<file path="src/rtl/trace_cmd_dispatcher.sv">
// Routes decoded trace commands to the L1 data/instruction caches and keeps per-class statistics.
// Latency: request outputs rise at the accept edge; each one drops at the edge where its done is sampled.
// Backpressure: cmd_ready is high only when idle; at most one outstanding request per cache.
module trace_cmd_dispatcher #(
    parameter int ADDR_WIDTH = 32,
    parameter int OP_WIDTH   = 4,
    parameter int CNT_WIDTH  = 32
) (
    input  logic                  clock,
    input  logic                  reset_n,
    input  logic                  cmd_valid,
    output logic                  cmd_ready,
    input  logic [OP_WIDTH-1:0]   cmd_op,
    input  logic [ADDR_WIDTH-1:0] cmd_addr,
    output logic                  dc_req,
    output logic [OP_WIDTH-1:0]   dc_op,
    output logic [ADDR_WIDTH-1:0] dc_addr,
    input  logic                  dc_done,
    output logic                  ic_req,
    output logic [OP_WIDTH-1:0]   ic_op,
    output logic [ADDR_WIDTH-1:0] ic_addr,
    input  logic                  ic_done,
    output logic                  idle,
    output logic                  bad_cmd,
    output logic [CNT_WIDTH-1:0]  rd_cnt,
    output logic [CNT_WIDTH-1:0]  wr_cnt,
    output logic [CNT_WIDTH-1:0]  if_cnt,
    output logic [CNT_WIDTH-1:0]  snp_cnt
);

    localparam logic [OP_WIDTH-1:0] OP_RD  = OP_WIDTH'(0);
    localparam logic [OP_WIDTH-1:0] OP_WR  = OP_WIDTH'(1);
    localparam logic [OP_WIDTH-1:0] OP_IF  = OP_WIDTH'(2);
    localparam logic [OP_WIDTH-1:0] OP_INV = OP_WIDTH'(3);
    localparam logic [OP_WIDTH-1:0] OP_RFO = OP_WIDTH'(4);
    localparam logic [OP_WIDTH-1:0] OP_CLR = OP_WIDTH'(8);
    localparam logic [OP_WIDTH-1:0] OP_PRT = OP_WIDTH'(9);

    typedef enum logic [2:0] {
        S_IDLE,
        S_DC_WAIT,
        S_IC_WAIT,
        S_BOTH_WAIT,
        S_PRINT_DC,
        S_PRINT_IC
    } state_t;

    state_t                  state, state_n;
    logic                    idle_q, idle_n;
    logic                    dc_req_n, ic_req_n, bad_n;
    logic [OP_WIDTH-1:0]     dc_op_n, ic_op_n;
    logic [ADDR_WIDTH-1:0]   dc_addr_n, ic_addr_n;
    logic [CNT_WIDTH-1:0]    rd_n, wr_n, if_n, snp_n;
    logic                    dc_hit, ic_hit;

    function automatic logic [CNT_WIDTH-1:0] sat_inc(input logic [CNT_WIDTH-1:0] v);
        return (&v) ? v : v + CNT_WIDTH'(1);
    endfunction

    // A done only counts while its own request is outstanding.
    assign dc_hit = dc_req && dc_done;
    assign ic_hit = ic_req && ic_done;

    always_comb begin
        state_n   = state;
        dc_req_n  = dc_req;
        ic_req_n  = ic_req;
        dc_op_n   = dc_op;
        ic_op_n   = ic_op;
        dc_addr_n = dc_addr;
        ic_addr_n = ic_addr;
        bad_n     = 1'b0;
        rd_n      = rd_cnt;
        wr_n      = wr_cnt;
        if_n      = if_cnt;
        snp_n     = snp_cnt;
        case (state)
            S_IDLE: begin
                if (cmd_valid) begin
                    case (cmd_op)
                        OP_RD, OP_WR, OP_INV, OP_RFO: begin
                            state_n   = S_DC_WAIT;
                            dc_req_n  = 1'b1;
                            dc_op_n   = cmd_op;
                            dc_addr_n = cmd_addr;
                            if (cmd_op == OP_RD) rd_n = sat_inc(rd_cnt);
                            else if (cmd_op == OP_WR) wr_n = sat_inc(wr_cnt);
                            else snp_n = sat_inc(snp_cnt);
                        end
                        OP_IF: begin
                            state_n   = S_IC_WAIT;
                            ic_req_n  = 1'b1;
                            ic_op_n   = cmd_op;
                            ic_addr_n = cmd_addr;
                            if_n      = sat_inc(if_cnt);
                        end
                        OP_CLR, OP_PRT: begin
                            state_n   = (cmd_op == OP_CLR) ? S_BOTH_WAIT : S_PRINT_DC;
                            dc_req_n  = 1'b1;
                            ic_req_n  = (cmd_op == OP_CLR);
                            dc_op_n   = cmd_op;
                            dc_addr_n = cmd_addr;
                            ic_op_n   = cmd_op;
                            ic_addr_n = cmd_addr;
                            if (cmd_op == OP_CLR) begin
                                rd_n  = '0;
                                wr_n  = '0;
                                if_n  = '0;
                                snp_n = '0;
                            end
                        end
                        default: bad_n = 1'b1;
                    endcase
                end
            end
            S_DC_WAIT: begin
                if (dc_hit) begin
                    dc_req_n = 1'b0;
                    state_n  = S_IDLE;
                end
            end
            S_IC_WAIT: begin
                if (ic_hit) begin
                    ic_req_n = 1'b0;
                    state_n  = S_IDLE;
                end
            end
            S_BOTH_WAIT: begin
                if (dc_hit) dc_req_n = 1'b0;
                if (ic_hit) ic_req_n = 1'b0;
                if ((!dc_req || dc_hit) && (!ic_req || ic_hit)) state_n = S_IDLE;
            end
            S_PRINT_DC: begin
                // Hand over to the icache on the same edge, no bubble.
                if (dc_hit) begin
                    dc_req_n = 1'b0;
                    ic_req_n = 1'b1;
                    state_n  = S_PRINT_IC;
                end
            end
            S_PRINT_IC: begin
                if (ic_hit) begin
                    ic_req_n = 1'b0;
                    state_n  = S_IDLE;
                end
            end
            default: begin
                state_n  = S_IDLE;
                dc_req_n = 1'b0;
                ic_req_n = 1'b0;
            end
        endcase
        idle_n = (state_n == S_IDLE);
    end

    always_ff @(posedge clock or negedge reset_n) begin
        if (!reset_n) begin
            state   <= S_IDLE;
            idle_q  <= 1'b1;
            dc_req  <= 1'b0;
            ic_req  <= 1'b0;
            dc_op   <= '0;
            ic_op   <= '0;
            dc_addr <= '0;
            ic_addr <= '0;
            bad_cmd <= 1'b0;
            rd_cnt  <= '0;
            wr_cnt  <= '0;
            if_cnt  <= '0;
            snp_cnt <= '0;
        end else begin
            state   <= state_n;
            idle_q  <= idle_n;
            dc_req  <= dc_req_n;
            ic_req  <= ic_req_n;
            dc_op   <= dc_op_n;
            ic_op   <= ic_op_n;
            dc_addr <= dc_addr_n;
            ic_addr <= ic_addr_n;
            bad_cmd <= bad_n;
            rd_cnt  <= rd_n;
            wr_cnt  <= wr_n;
            if_cnt  <= if_n;
            snp_cnt <= snp_n;
        end
    end

    assign cmd_ready = idle_q;
    assign idle      = idle_q;

endmodule
</file>
<file path="config.mk">
export PLATFORM = sky130hd
export DESIGN_NAME = trace_cmd_dispatcher
export DESIGN_NICKNAME = d
export VERILOG_FILES = /design/src/rtl/trace_cmd_dispatcher.sv
export SDC_FILE = /design/constraint.sdc
export NUM_CORES = 1
export LEC_CHECK = 0
export BUFFER_PORTS_ARGS = -buffer_cell sky130_fd_sc_hd__buf_2
export CORE_MARGIN = 2
export CORE_UTILIZATION = 50
export DETAILED_ROUTE_END_ITERATION = 7
export GPL_ROUTABILITY_DRIVEN = 0
export PLACE_DENSITY = 0.75
export SLEW_MARGIN = 20
export SYNTH_ARGS = -nofsm -noshare
export SYNTH_HDL_FRONTEND = slang
export SYNTH_SLANG_ARGS = --single-unit
</file>
<file path="constraint.sdc">
create_clock -name clock -period 4.7 [get_ports clock]
set_input_delay 0.235 -clock clock [delete_from_list [all_inputs] [get_ports clock]]
set_output_delay 0.235 -clock clock [all_outputs]
set_load 0.05 [all_outputs]
</file>
Word-level counts from Yosys, hierarchy flattened:

Cells that the tools add are included.

* add/subtract/negate cells: 4
* equality and inequality tests: 26
* mux-type cells: 34
* bitwise operators: 2
* reduce and logical (&&, ||, !) cells: 32

Operators by type and width (number)
* 32-bit 2-to-1 mux: 10
* 32-bit case mux with 2 select lines: 4
* 32-bit by 1-bit adder with 32-bit output (second input constant): 4
* 32-bit AND reduction: 4
* 2-bit inequality test (second input constant): 12
* 3-bit 2-to-1 mux: 6
* 3-bit case mux with 5 select lines: 1
* 7-bit AND reduction: 2
* 5-bit AND reduction: 2
* 1-bit 2-to-1 mux: 9
* 3-bit case mux with 3 select lines: 1
* 3-bit OR reduction: 3
* 4-bit by 2-bit equality test with 1-bit output (second input constant): 2
* 4-bit equality test (second input constant): 2
* 7-bit OR reduction: 1
* 3-bit by 2-bit equality test with 1-bit output (second input constant): 2
* 3-bit equality test (second input constant): 2
* 3-bit logical NOT: 2
* 3-bit AND reduction: 2
* 6-bit AND reduction: 1
* 6-bit OR reduction: 1
* 4-bit by 1-bit equality test with 1-bit output (second input constant): 1
* 4-bit by 3-bit equality test with 1-bit output (second input constant): 1
* 4-bit logical NOT: 1
* other kinds (14): 22

* bits in registers: 207
* output and inout port bits: 205
* logic and storage cells: 111

Longest topological paths before layout:

Gate-level depths: netlist (run 1).

* depth after elaboration: 6
* gate-level depth with buffers: 10
* depth with buffers taken out: 7

Worst setup path after synthesis (run 1):

No wires, ideal clock.

* kind: register to register
* start: register if_cnt[24]
* end: register if_cnt[4]
* library setup time: 152 ps
* arrival: 2374 ps
* setup slack: 2174 ps
* cell stages (with the launch flop): 11
* path buffers: 4
* cells stage by stage: dfrtp_1 clkbuf_1 and4_1 clkbuf_1 nand4_1 o31ai_2 buf_6 nor2_4 buf_4 a21oi_1 a21oi_1

* longest elaborated chain between the ends: 3

RTL lines
* start: declaration: line 27 `output logic [CNT_WIDTH-1:0] if_cnt,`
* start signal: assignment: line 183 `if_cnt <= if_n;`
* 32-bit AND reduction: line 57 `return (&v) ? v : v + CNT_WIDTH'(1);`
* 2-bit inequality test (no source line)
* 5-bit AND reduction (no source line)

No other way between the ends.
A chain may end at the register's enable or synchronous reset.

Worst setup path in the final report (run 1):

* start: register state[0]
* end: register snp_cnt[14]

* longest elaborated chain between the ends: 2

RTL lines
* start: declaration: line 48 `state_t state, state_n;`
* start signal: assignment: line 172 `state <= state_n;`
* 3-bit logical NOT: line 77 `case (state)`
* 7-bit AND reduction (no source line)
* end signal: assignment: line 184 `snp_cnt <= snp_n;`
* end: declaration: line 28 `output logic [CNT_WIDTH-1:0] snp_cnt`

No other way between the ends.

==> out/metrics.yaml, run 1 <==
status:
  outcome: "completed"
yosys:
  post_synth_instance_area_um2: 10200
  netlist.top_cell.by_area: "dfrtp_1"
  syn-num-nets: 1052
  synth_top_area_frac: 0.506
  ys_warn_count: 0
  synth_top_flop_cell: "dfrtp_1"
  dominant_cell_by_count_in_the_synthesized_netlist: "dfrtp_1"
  ys_top_cells_by_area: "dfrtp_1 51%, mux2_2 7.3%, nor2_1 4.4%"
  post_synth_edffs: 0
  netlist_instances: 1007
  synthArstFlopShare: 1.00
  synth.top_cells.by_count: "206 x dfrtp_1, 119 x nor2_1, 66 x mux2_2"
  synth_seq_cells: 207
  syn_area_per_cell_um2: 10.1
  sequential_cell_area_fraction_in_the_yosys_report: 0.509
  ys_types: 64
layout:
  regArea_um2: 5180
  multi_input_comb_area_um2: 4740
  drive_above_1_share: 0.288
  layout.filler_cells: 1613
  layout.cell_area.non_filler_um2: 12700
  syn_to_final_growth_pct: 25.0
  num-nets-final: 1311
  fin_cells: 1552
  finish.utilization: 0.633
setup_path:
  worstPathCellList: "or4b_1 -> nor4_4 -> o31ai_4 -> nor2_4 -> buf_4 -> nor3_1"
  cp_slowest_stage_delay_ns: 0.71
  worstSetupPathType: "reg2reg"
  crit_required_ns: 5.05
  reg2reg_slack_ns: 1.74
  critical_path.startpoint: "state[0]$_DFF_PN0_"
  setup.worst_path.start_class: "flip-flop"
  r2r-end: "snp_cnt[14]$_DFFE_PN0P_"
  worst_r2r_startpoint: "state[0]$_DFF_PN0_"
  crit_path_max_fanout: 90
  crit_arrival_ns: 3.31
  crit_path_end_kind: "flip-flop"
  slowest_stage: "buf_4"
  reg2reg_depth: 6
die:
  die_y_extent_um: 147
  boundaryPins: 246
  start_util: 0.507
  fp.coreArea_um2: 20100
  floorplan.rows: 52
  design.die.area_um2: 21500
  chipWidth_um: 147
sta:
  report.final.slew_viol_count: 0
  tightestPinTransition_ns: 0.977
  post_route_minimum_period_ns: 2.96
  slew_headroom: 0.349
  final_total_negative_setup_slack_ns: 0
  timing.final.hold_violations: 0
  skew_ns: 0.0192
  crit_share_post_route: 0.630
  setup_ws_ns: 1.74
  max_clock_freq_ghz: 0.338
  holdWs_ns: 0.116
  final_setup_violation_count: 0
  setup_repair_after_global_routing_missed_its_margin: "no"
place:
  placed_cells_incl_taps: 1478
  dpl-instance-area_um2: 11600
  number_of_buffer_cells_added_on_primary_ports: 245
  placement.setup.worst_slack_ns: 1.79
  hpwl_mm: 18.4
routing:
  first_pass_iters: 5
  dr_wl_met3_mm: 2.19
  drtIter0Drc: 537
  post-route-drc-count: 0
  detail_route.wl_per_cell_um: 17.5
  detail-route-antenna-nets: 0
  final_wl_mm: 27.2
  wl_met1_mm: 11.6
  via_per_inst: 5.64
  top_layer: "met4"
  met2RoutedLength_mm: 12.8
  routed-via-count: 8755
clocking:
  cts-root-buf: "clkbuf_16"
  tritoncts.num_buffers: 23
  htree_num_levels: 1
  cts_resized: 0
  max-clock-path-buffers: 3
  path_clk_slew_ns: 0.06
  clk_latency_ns: 0.52
  cts_tree: "built"
  clkSinkCount: 207
power:
  max-vdd-ir-drop_uv: 594
  leakagePower_nw: 6.09
  power.total_mw: 6.82
  pwr_density_cell_nw_per_um2: 536
global_routing:
  track_usage: 0.253
  first_global_vias: 8562
  wire_length_of_the_first_global_routing_pass_mm: 44.6
  aggregate_global_routing_overflow: 0
  grt_max_degree: 116
  initial_antenna_violation_count: 1
hold_path:
  worstHoldStart: "cmd_op[0]"
  hold_path.class: "in2reg"
  holdPathStages: 2
  end_point_of_the_worst_hold_path: "ic_op[0]$_DFFE_PN0P_"
run:
  maxCapViolCount: 0
report_power, final:
| part | leakage [nW] | total [mW] | switching (mW) | internal (mW) |
|---|---|---|---|---|
| Clock | 0.380 | 1.84 | 0.724 | 1.12 |
| Sequential | 2.72 | 2.46 | 0.289 | 2.17 |
| Combinational | 3.00 | 2.52 | 1.88 | 0.640 |
registers in the layout, indices dropped and copies added (netlist names):
register / count
dc_req: 1
state: 3
if_cnt: 32
snp_cnt: 32
wr_cnt: 32
ic_op: 4
dc_op: 4
ic_req: 1
bad_cmd: 1
cmd_ready: 1
rd_cnt: 32
ic_addr: 32
dc_addr: 32
worst max path at each step:
stage                                         end  depth (start not counted)
after detailed placement   if_cnt[10]$_DFFE_PN0P_                          7
after global placement     if_cnt[10]$_DFFE_PN0P_                          7
after global routing       wr_cnt[28]$_DFFE_PN0P_                          6
after floorplan             if_cnt[4]$_DFFE_PN0P_                         10
final                     snp_cnt[14]$_DFFE_PN0P_                          6
after CTS                  rd_cnt[15]$_DFFE_PN0P_                          6
placed cells by master, fill, tap and decap left out, types with 4 or more instances in the layout:
cell	Yosys	routed
dlygate4sd3_1	0	33
a21o_1	7	7
o31ai_1	9	9
buf_2	16	244
nor4b_1	5	5
o21ai_0	54	54
or3_1	10	10
a31oi_1	15	15
or4_1	6	6
nand3_1	56	56
and2_1	9	9
clkbuf_16	0	23
inv_1	15	15
dfrtp_1	206	206
clkbuf_1	32	5
clkbuf_8	0	8
and3_1	31	31
o21a_1	5	5
nand4_1	49	49
mux2_2	66	66
xnor2_1	26	26
a211oi_1	4	4
nand2_1	64	64
ha_1	4	4
buf_4	2	7
nor4_1	10	10
mux2i_1	13	13
nor2_1	119	119
xor2_1	46	46
and4_1	19	19
nor3_1	30	30
a21oi_1	34	34
worst max-delay path: cells and delay by family (launching register included):
family / cells / cell delay [ns]
compound gates: 1 / 0.14
simple gates: 4 / 1.33
buf+inv: 1 / 0.71
flops: 1 / 0.50
cell type report:
type | count | share of cell area
Sequential cell | 207 | 0.407
Multi-Input combinational cell | 733 | 0.373
Timing Repair Buffer | 286 | 0.129
Clock buffer | 35 | 0.0543
Tap cell | 270 | 0.0265
Clock inverter | 5 | 0.00619
Inverter | 15 | 0.00442
Antenna cell | 1 | 0.000197
what timing repair did:
action | CTS | global route
endpoints found under the hold margin | 177 | 0
hold buffers | 33 | 0
buffers inserted | 0 | 0
kinds of logic after synthesis:
group | after synthesis | synth area share
AND/OR/NAND/NOR | 432 | 0.225
flip-flops | 207 | 0.509
AO/OA/AOI/OAI | 146 | 0.0853
multiplexers | 79 | 0.0857
XOR/XNOR | 72 | 0.0619
buffers and inverters | 67 | 0.0289
adder cells (fa/ha/maj) | 4 | 0.00491
per-layer routing:
layer,vias up,global-route usage
met5,-,0
met4,0,0.0665
met3,48,0.0634
met2,315,0.408
met1,4253,0.344
li1,4139,-
(Power assumes the default switching activity.)
==> inputs of run 2 (changes only) <==
--- a/config.mk
+++ b/config.mk
@@ -7,10 +7,10 @@
 export LEC_CHECK = 0
 export BUFFER_PORTS_ARGS = -buffer_cell sky130_fd_sc_hd__buf_2
 export CORE_MARGIN = 2
-export CORE_UTILIZATION = 50
+export CORE_UTILIZATION = 49
 export DETAILED_ROUTE_END_ITERATION = 7
 export GPL_ROUTABILITY_DRIVEN = 0
-export PLACE_DENSITY = 0.75
+export PLACE_DENSITY = 0.77
 export SLEW_MARGIN = 20
 export SYNTH_ARGS = -nofsm -noshare
 export SYNTH_HDL_FRONTEND = slang
==> constraint.sdc (replaced) <==
create_clock -name clock -period 2.6 [get_ports clock]
set_input_delay 0.13 -clock clock [delete_from_list [all_inputs] [get_ports clock]]
set_output_delay 0.13 -clock clock [all_outputs]
set_load 0.05 [all_outputs]
==> run 2 against run 1 <==
Hold slack got worse by 0.10 ns. Total power rose by 84%. Via count rose by 2.8%. Final cell count rose by 3.0%. Wire length rose by 7.6%. Critical path type unchanged. Count of clock-buffer cells in the layout rose by 2. First-iteration DRC count rose by 1.5%. Utilization rose by 1.5 points. Sequential cell count did not move. Largest power group unchanged.
==> out/metrics.yaml, run 2 (same netlist as run 1, synthesis figures left out) <==
sta:
  setup_ws_ns: 0.140  # was 1.74 ns
  tightestPinTransition_ns: 0.703  # was 0.977 ns
  report.final.slew_viol_count: 0  # unchanged
  crit_share_post_route: 0.946  # was 0.630
  final_setup_violation_count: 0  # unchanged
  setup_repair_after_global_routing_missed_its_margin: "no"  # unchanged
  timing.final.hold_violations: 0  # unchanged
  slew_headroom: 0.528  # was 0.349
  post_route_minimum_period_ns: 2.46  # was 2.96 ns
  holdWs_ns: 0.0156  # was 0.116 ns
  skew_ns: 0.00989  # was 0.0192 ns
  max_clock_freq_ghz: 0.407  # was 0.338 GHz
setup_path:
  critical_path.startpoint: "state[1]$_DFF_PN0_"  # was state[0]$_DFF_PN0_
  setup.worst_path.start_class: "flip-flop"  # unchanged
  crit_required_ns: 3.01  # was 5.05 ns
  worstSetupPathType: "reg2reg"  # unchanged
  crit_arrival_ns: 2.87  # was 3.31 ns
  crit_path_end_kind: "flip-flop"  # unchanged
  crit_path_max_fanout: 30  # was 90
  worst_r2r_startpoint: "state[1]$_DFF_PN0_"  # was state[0]$_DFF_PN0_
power:
  switching_power_mw: 5.29  # was 2.89 mW
  share_seq_of_total_power: 0.352  # was 0.361
  share_clk_of_total_power: 0.273  # was 0.270
  p_int_mw: 7.27  # was 3.93 mW
  leakagePower_nw: 6.34  # was 6.09 nW
  max-vdd-ir-drop_uv: 1190  # was 594 uV
  sw_frac_of_total: 0.421  # was 0.424
  pwr_density_cell_nw_per_um2: 955  # was 536 nW/um2
  share_comb_of_total_power: 0.375  # was 0.369
  power.total_mw: 12.6  # was 6.82 mW
layout:
  most_common_library_cell_in_the_layout_ignoring_fill_and_taps: "buf_2"  # unchanged
  syn_to_final_growth_pct: 29.1  # was 25.0%
  mostFrequentLayoutCells: "244 x buf_2, 206 x dfrtp_1, 119 x nor2_1"  # unchanged
  num-nets-final: 1357  # was 1,311
  multi_input_comb_area_um2: 4770  # was 4740 um2
  finish.utilization: 0.648  # was 0.633
  num_antenna_cells: 0  # was 1
  drive_above_1_share: 0.314  # was 0.288
  regArea_um2: 5180  # unchanged
  fin_cells: 1598  # was 1,552
  layout.filler_cells: 1638  # was 1,613
routing:
  final_wl_mm: 29.3  # was 27.2 mm
  post-route-drc-count: 0  # unchanged
  drtIter0Drc: 545  # was 537
  via_per_inst: 5.63  # was 5.64
  first_pass_iters: 5  # unchanged
  detail_route.wl_per_cell_um: 18.3  # was 17.5 um
  routed-via-count: 9001  # was 8,755
  detail-route-antenna-nets: 0  # unchanged
place:
  placement.setup.worst_slack_ns: -0.222  # was 1.79 ns
  placed_cells_incl_taps: 1520  # was 1,478
  hpwl_mm: 19.6  # was 18.4 mm
  number_of_buffer_cells_added_on_primary_ports: 245  # unchanged
clocking:
  path_clk_slew_ns: 0.06  # about the same
  post-cts-setup-buffer-count: 0  # unchanged
  clk_latency_ns: 0.52  # about the same
  clkSinkCount: 207  # unchanged
  cts-root-buf: "clkbuf_16"  # unchanged
  cts_tree: "built"  # unchanged
  htree_num_levels: 1  # unchanged
  tritoncts.num_buffers: 24  # was 23
  max-clock-path-buffers: 3  # unchanged
run:
  maxCapViolCount: 0  # unchanged
hold_path:
  worstHoldStart: "ic_done"  # was cmd_op[0]
  hold_path.class: "in2reg"  # unchanged
global_routing:
  grt_max_degree: 84  # was 116
  initial_antenna_violation_count: 0  # was 1
  wire_length_of_the_first_global_routing_pass_mm: 46.8  # was 44.6 mm
  aggregate_global_routing_overflow: 0  # unchanged
  track_usage: 0.263  # was 0.253
  first_global_vias: 8931  # was 8,562
die:
  boundaryPins: 246  # unchanged
  fp.coreArea_um2: 20300  # was 20,100 um2
  design.die.area_um2: 22000  # was 21,500 um2
  start_util: 0.502  # was 0.507
  floorplan.rows: 52  # unchanged
  chipWidth_um: 148  # was 147 um
  die_y_extent_um: 148  # was 147 um
status:
  outcome: "completed"  # unchanged
## run 2: cell types whose count changed in the layout (fill, tap and decap cells not counted), sizes merged
| cell | delta |
|---|---|
| clkbuf | +2 |
| nor2 | +3 |
| clkinv | +1 |
| buf | +42 |
| diode | -1 |
| inv | -1 |
## run 2: per-layer routing
layer  track usage  wire [um]
met4        0.0614        614
met5             0          0
met1         0.348      12200
met3        0.0598       2510
met2         0.444      14000
## run 2: cell type report
type	count	share of cell area
Clock buffer	37	0.0556
Clock inverter	5	0.00571
Inverter	15	0.00428
Multi-Input combinational cell	736	0.363
Sequential cell	207	0.394
Tap cell	270	0.0257
Timing Repair Buffer	328	0.152
## run 2: timing repair
| item | 4_1_cts | 5_1_grt |
|---|---|---|
| cloned | 1 | 2 |
| endpoints found under the setup margin | 54 | 68 |
| gates resized for setup | 3 | 2 |
| pin swaps | 1 | 2 |
| endpoints found under the hold margin | 142 | 0 |
| hold buffers | 33 | 0 |
## run 2: worst max-delay path, stage by stage, from the launching register on
cell	delay, ns
dfrtp_1	0.37
or4b_1	0.59
nor4_4	0.30
o31ai_4	0.19
buf_6	0.23
nor2_4	0.27
nand2_2	0.13
o41ai_1	0.24
## run 2: power groups by stage
stage | clock (mW) | combinational, mW | sequential, mW
2_1_floorplan | 0 | 1.04 | 6.76
3_3_place_gp | 0 | 4.58 | 4.37
3_5_place_dp | 0 | 4.63 | 4.40
4_1_cts | 3.48 | 4.69 | 4.38
5_1_grt | 3.60 | 4.93 | 4.50
6_report | 3.43 | 4.72 | 4.42
## run 2: worst paths after layout
| kind | end | slack (ns) | cells past startpoint |
|---|---|---|---|
| max | if_cnt[25]$_DFFE_PN0P_ | 0.14 | 7 |
| min | state[1]$_DFF_PN0_ | 0.02 | 4 |
| max reg2reg | if_cnt[25]$_DFFE_PN0P_ | 0.14 | 7 |
| min reg2reg | ic_op[3]$_DFFE_PN0P_ | 0.48 | 1 |
| max in group asynchronous | cmd_ready$_DFF_PN1_ | 1.57 | 3 |
| min in group asynchronous | rd_cnt[19]$_DFFE_PN0P_ | 0.23 | 2 |
## run 2: per-stage QoR
stage,setup TNS (ns),instance area [um2]
after floorplan,0,10200
after global placement,-5.01,12000
after detailed placement,-7.09,12000
after CTS,0,13100
after global routing,0,13200
final,0,13200
==> inputs of run 3 (changes only) <==
--- a/config.mk
+++ b/config.mk
@@ -6,7 +6,7 @@
 export NUM_CORES = 1
 export LEC_CHECK = 0
 export BUFFER_PORTS_ARGS = -buffer_cell sky130_fd_sc_hd__buf_2
-export CORE_MARGIN = 2
+export CORE_ASPECT_RATIO = 1.5
 export CORE_UTILIZATION = 49
 export DETAILED_ROUTE_END_ITERATION = 7
 export GPL_ROUTABILITY_DRIVEN = 0
==> run 3 against run 2 <==
Sequential power is essentially flat. Register-to-register slack gained 0.05 ns. First-iteration DRC count grew 41%. Final cell count is 1.7% lower.
==> out/metrics.yaml, run 3 (same netlist as run 1, synthesis figures left out) <==
status:
  outcome: "completed"  # unchanged
hold_path:
  hold_path.class: "in2reg"  # unchanged
layout:
  num-nets-final: 1339  # was 1,357
  mostFrequentLayoutCells: "244 x buf_2, 206 x dfrtp_1, 119 x nor2_1"  # unchanged
  drive_above_1_share: 0.306  # was 0.314
  syn_to_final_growth_pct: 27.4  # was 29.1%
  layout.cell_area.non_filler_um2: 13000  # was 13,200 um2
  num_antenna_cells: 0  # unchanged
  layout.filler_cells: 1643  # was 1,638
  fin_cells: 1571  # was 1,598
  most_common_library_cell_in_the_layout_ignoring_fill_and_taps: "buf_2"  # unchanged
place:
  hpwl_mm: 19.3  # was 19.6 mm
  number_of_buffer_cells_added_on_primary_ports: 245  # unchanged
  placed_cells_incl_taps: 1501  # was 1,520
  dpl-instance-area_um2: 11900  # was 12,000 um2
sta:
  report.final.slew_viol_count: 0  # unchanged
  tightestPinTransition_ns: 0.733  # was 0.703 ns
  holdWs_ns: 0.0205  # was 0.0156 ns
  final_setup_violation_count: 0  # unchanged
  max_clock_freq_ghz: 0.414  # was 0.407 GHz
  skew_ns: 0.00805  # was 0.00989 ns
  setup_repair_after_global_routing_missed_its_margin: "no"  # unchanged
  slew_headroom: 0.511  # was 0.528
  post_route_minimum_period_ns: 2.41  # was 2.46 ns
  crit_share_post_route: 0.928  # was 0.946
  final_total_negative_setup_slack_ns: 0  # unchanged
  timing.final.hold_violations: 0  # unchanged
power:
  switching_power_mw: 5.22  # was 5.29 mW
  sw_frac_of_total: 0.424  # was 0.421
  share_comb_of_total_power: 0.377  # was 0.375
  share_clk_of_total_power: 0.263  # was 0.273
  p_int_mw: 7.08  # was 7.27 mW
  share_seq_of_total_power: 0.360  # was 0.352
  max-vdd-ir-drop_uv: 1010  # was 1190 uV
  leakagePower_nw: 6.24  # was 6.34 nW
  pwr_density_cell_nw_per_um2: 948  # was 955 nW/um2
clocking:
  htree_num_levels: 1  # unchanged
  clk_latency_ns: 0.49  # was 0.52 ns
  clkSinkCount: 207  # unchanged
  cts-root-buf: "clkbuf_16"  # unchanged
  path_clk_slew_ns: 0.06  # about the same
  cts_tree: "built"  # unchanged
  max-clock-path-buffers: 3  # unchanged
  tritoncts.num_buffers: 21  # was 24
global_routing:
  wire_length_of_the_first_global_routing_pass_mm: 45.7  # was 46.8 mm
  aggregate_global_routing_overflow: 0  # unchanged
  track_usage: 0.264  # was 0.263
  initial_antenna_violation_count: 0  # unchanged
  first_global_vias: 9071  # was 8,931
  grt_max_degree: 83  # was 84
setup_path:
  cp_slowest_stage_delay_ns: 0.64  # was 0.59 ns
  setup.worst_path.start_class: "flip-flop"  # unchanged
  worstPathCellList: "or4b_4 -> nor4_4 -> o31ai_4 -> nor2_4 -> buf_4 -> nor3_1"  # was or4b_1 -> nor4_4 -> o31ai_4 -> buf_6 -> nor2_4 -> nand2_2 -> o41ai_1
  path_delay_family: "simple AND/OR/NAND/NOR gates"  # unchanged
  crit_required_ns: 2.96  # was 3.01 ns
  slowest_stage: "or4b_4"  # was or4b_1
  crit_arrival_ns: 2.77  # was 2.87 ns
  crit_path_max_fanout: 31  # was 30
  crit_path_end_kind: "flip-flop"  # unchanged
  worst-path-buf-inv: 1  # unchanged
  worstSetupPathType: "reg2reg"  # unchanged
routing:
  post-route-drc-count: 0  # unchanged
  final_wl_mm: 28.2  # was 29.3 mm
  first_pass_iters: 7  # was 5
  routed-via-count: 9023  # was 9,001
  via_per_inst: 5.74  # was 5.63
  detail_route.wl_per_cell_um: 18.0  # was 18.3 um
  drtIter0Drc: 767  # was 545
  detail-route-antenna-nets: 0  # unchanged
die:
  start_util: 0.499  # was 0.502
  floorplan.rows: 64  # was 52
  chipWidth_um: 120  # was 148 um
  boundaryPins: 246  # unchanged
  fp.coreArea_um2: 20400  # was 20,300 um2
  die_y_extent_um: 179  # was 148 um
  design.die.area_um2: 21400  # was 22,000 um2
run:
  maxCapViolCount: 0  # unchanged
[run 3: changes by cell type in the layout (fill, tap and decap cells not counted), moves of 2 or more]
| cell | change |
|---|---|
| nor2_2 | -2 |
| clkbuf_1 | -4 |
| buf_4 | -12 |
| buf_12 | +2 |
| clkbuf_16 | -4 |
| buf_6 | -2 |
[run 3: worst paths after layout]
| check | from | endpoint | slack [ns] | cells past startpoint |
|---|---|---|---|---|
| max in group asynchronous | reset_n | if_cnt[31]$_DFFE_PN0P_ | 1.61 | 3 |
| setup / recovery | state[1]$_DFF_PN0_ | wr_cnt[24]$_DFFE_PN0P_ | 0.19 | 6 |
| setup reg to reg | state[1]$_DFF_PN0_ | wr_cnt[24]$_DFFE_PN0P_ | 0.19 | 6 |
| min in group asynchronous | reset_n | wr_cnt[12]$_DFFE_PN0P_ | 0.22 | 2 |
| hold / removal | cmd_op[0] | ic_op[0]$_DFFE_PN0P_ | 0.02 | 2 |
| hold reg to reg | dc_op[3]$_DFFE_PN0P_ | dc_op[3]$_DFFE_PN0P_ | 0.48 | 1 |
[run 3: per-stage QoR]
step / total power [mW] / worst slack (ns) / utilization
2_1_floorplan: 7.80 / 0.0737 / -
3_3_place_gp: 8.89 / 0.172 / 0.583
3_5_place_dp: 8.98 / 0.0771 / 0.583
4_1_cts: 12.3 / 0.0779 / 0.635
5_1_grt: 12.8 / 0.00401 / 0.635
6_report: 12.3 / 0.187 / 0.635
[run 3: timing repair]
action / in CTS / in global routing
gates resized for setup: 0 / 2
endpoints found under the setup margin: 0 / 43
hold buffers: 33 / 0
buffers inserted: 0 / 1
endpoints found under the hold margin: 139 / 0
[run 3: cell type report]
type / count / area, um2 / area share
sequential: 207 / 5180 / 0.399
multi-input combinational: 733 / 4750 / 0.366
timing repair buffer: 316 / 1930 / 0.148
clock buffer: 29 / 616 / 0.0475
tap: 264 / 330 / 0.0255
clock inverter: 7 / 118 / 0.00907
inverter: 15 / 56.3 / 0.00434
[run 3: power by group through the flow]
| stage | Sequential (mW) | Combinational [mW] | Clock, mW |
|---|---|---|---|
| 6_report | 4.43 | 4.64 | 3.23 |
| 4_1_cts | 4.40 | 4.60 | 3.29 |
| 5_1_grt | 4.50 | 4.86 | 3.41 |
| 3_5_place_dp | 4.43 | 4.55 | 0 |
| 3_3_place_gp | 4.40 | 4.48 | 0 |
| 2_1_floorplan | 6.76 | 1.04 | 0 |
[run 3: metal layers]
| metal | vias to the layer above | global-route usage | routed length [um] |
|---|---|---|---|
| met4 | 0 | 0.0990 | 906 |
| met1 | 4385 | 0.308 | 10900 |
| met3 | 69 | 0.0569 | 1970 |
| met2 | 372 | 0.474 | 14500 |
| met5 | - | 0 | 0 |
| li1 | 4197 | - | - |
[run 3: worst register-to-register path, delay by kind of cell, from the launching register on]
family	cells	cell delay, ns
compound gates	1	0.18
buf+inv	1	0.35
simple gates	4	1.27
flops	1	0.48
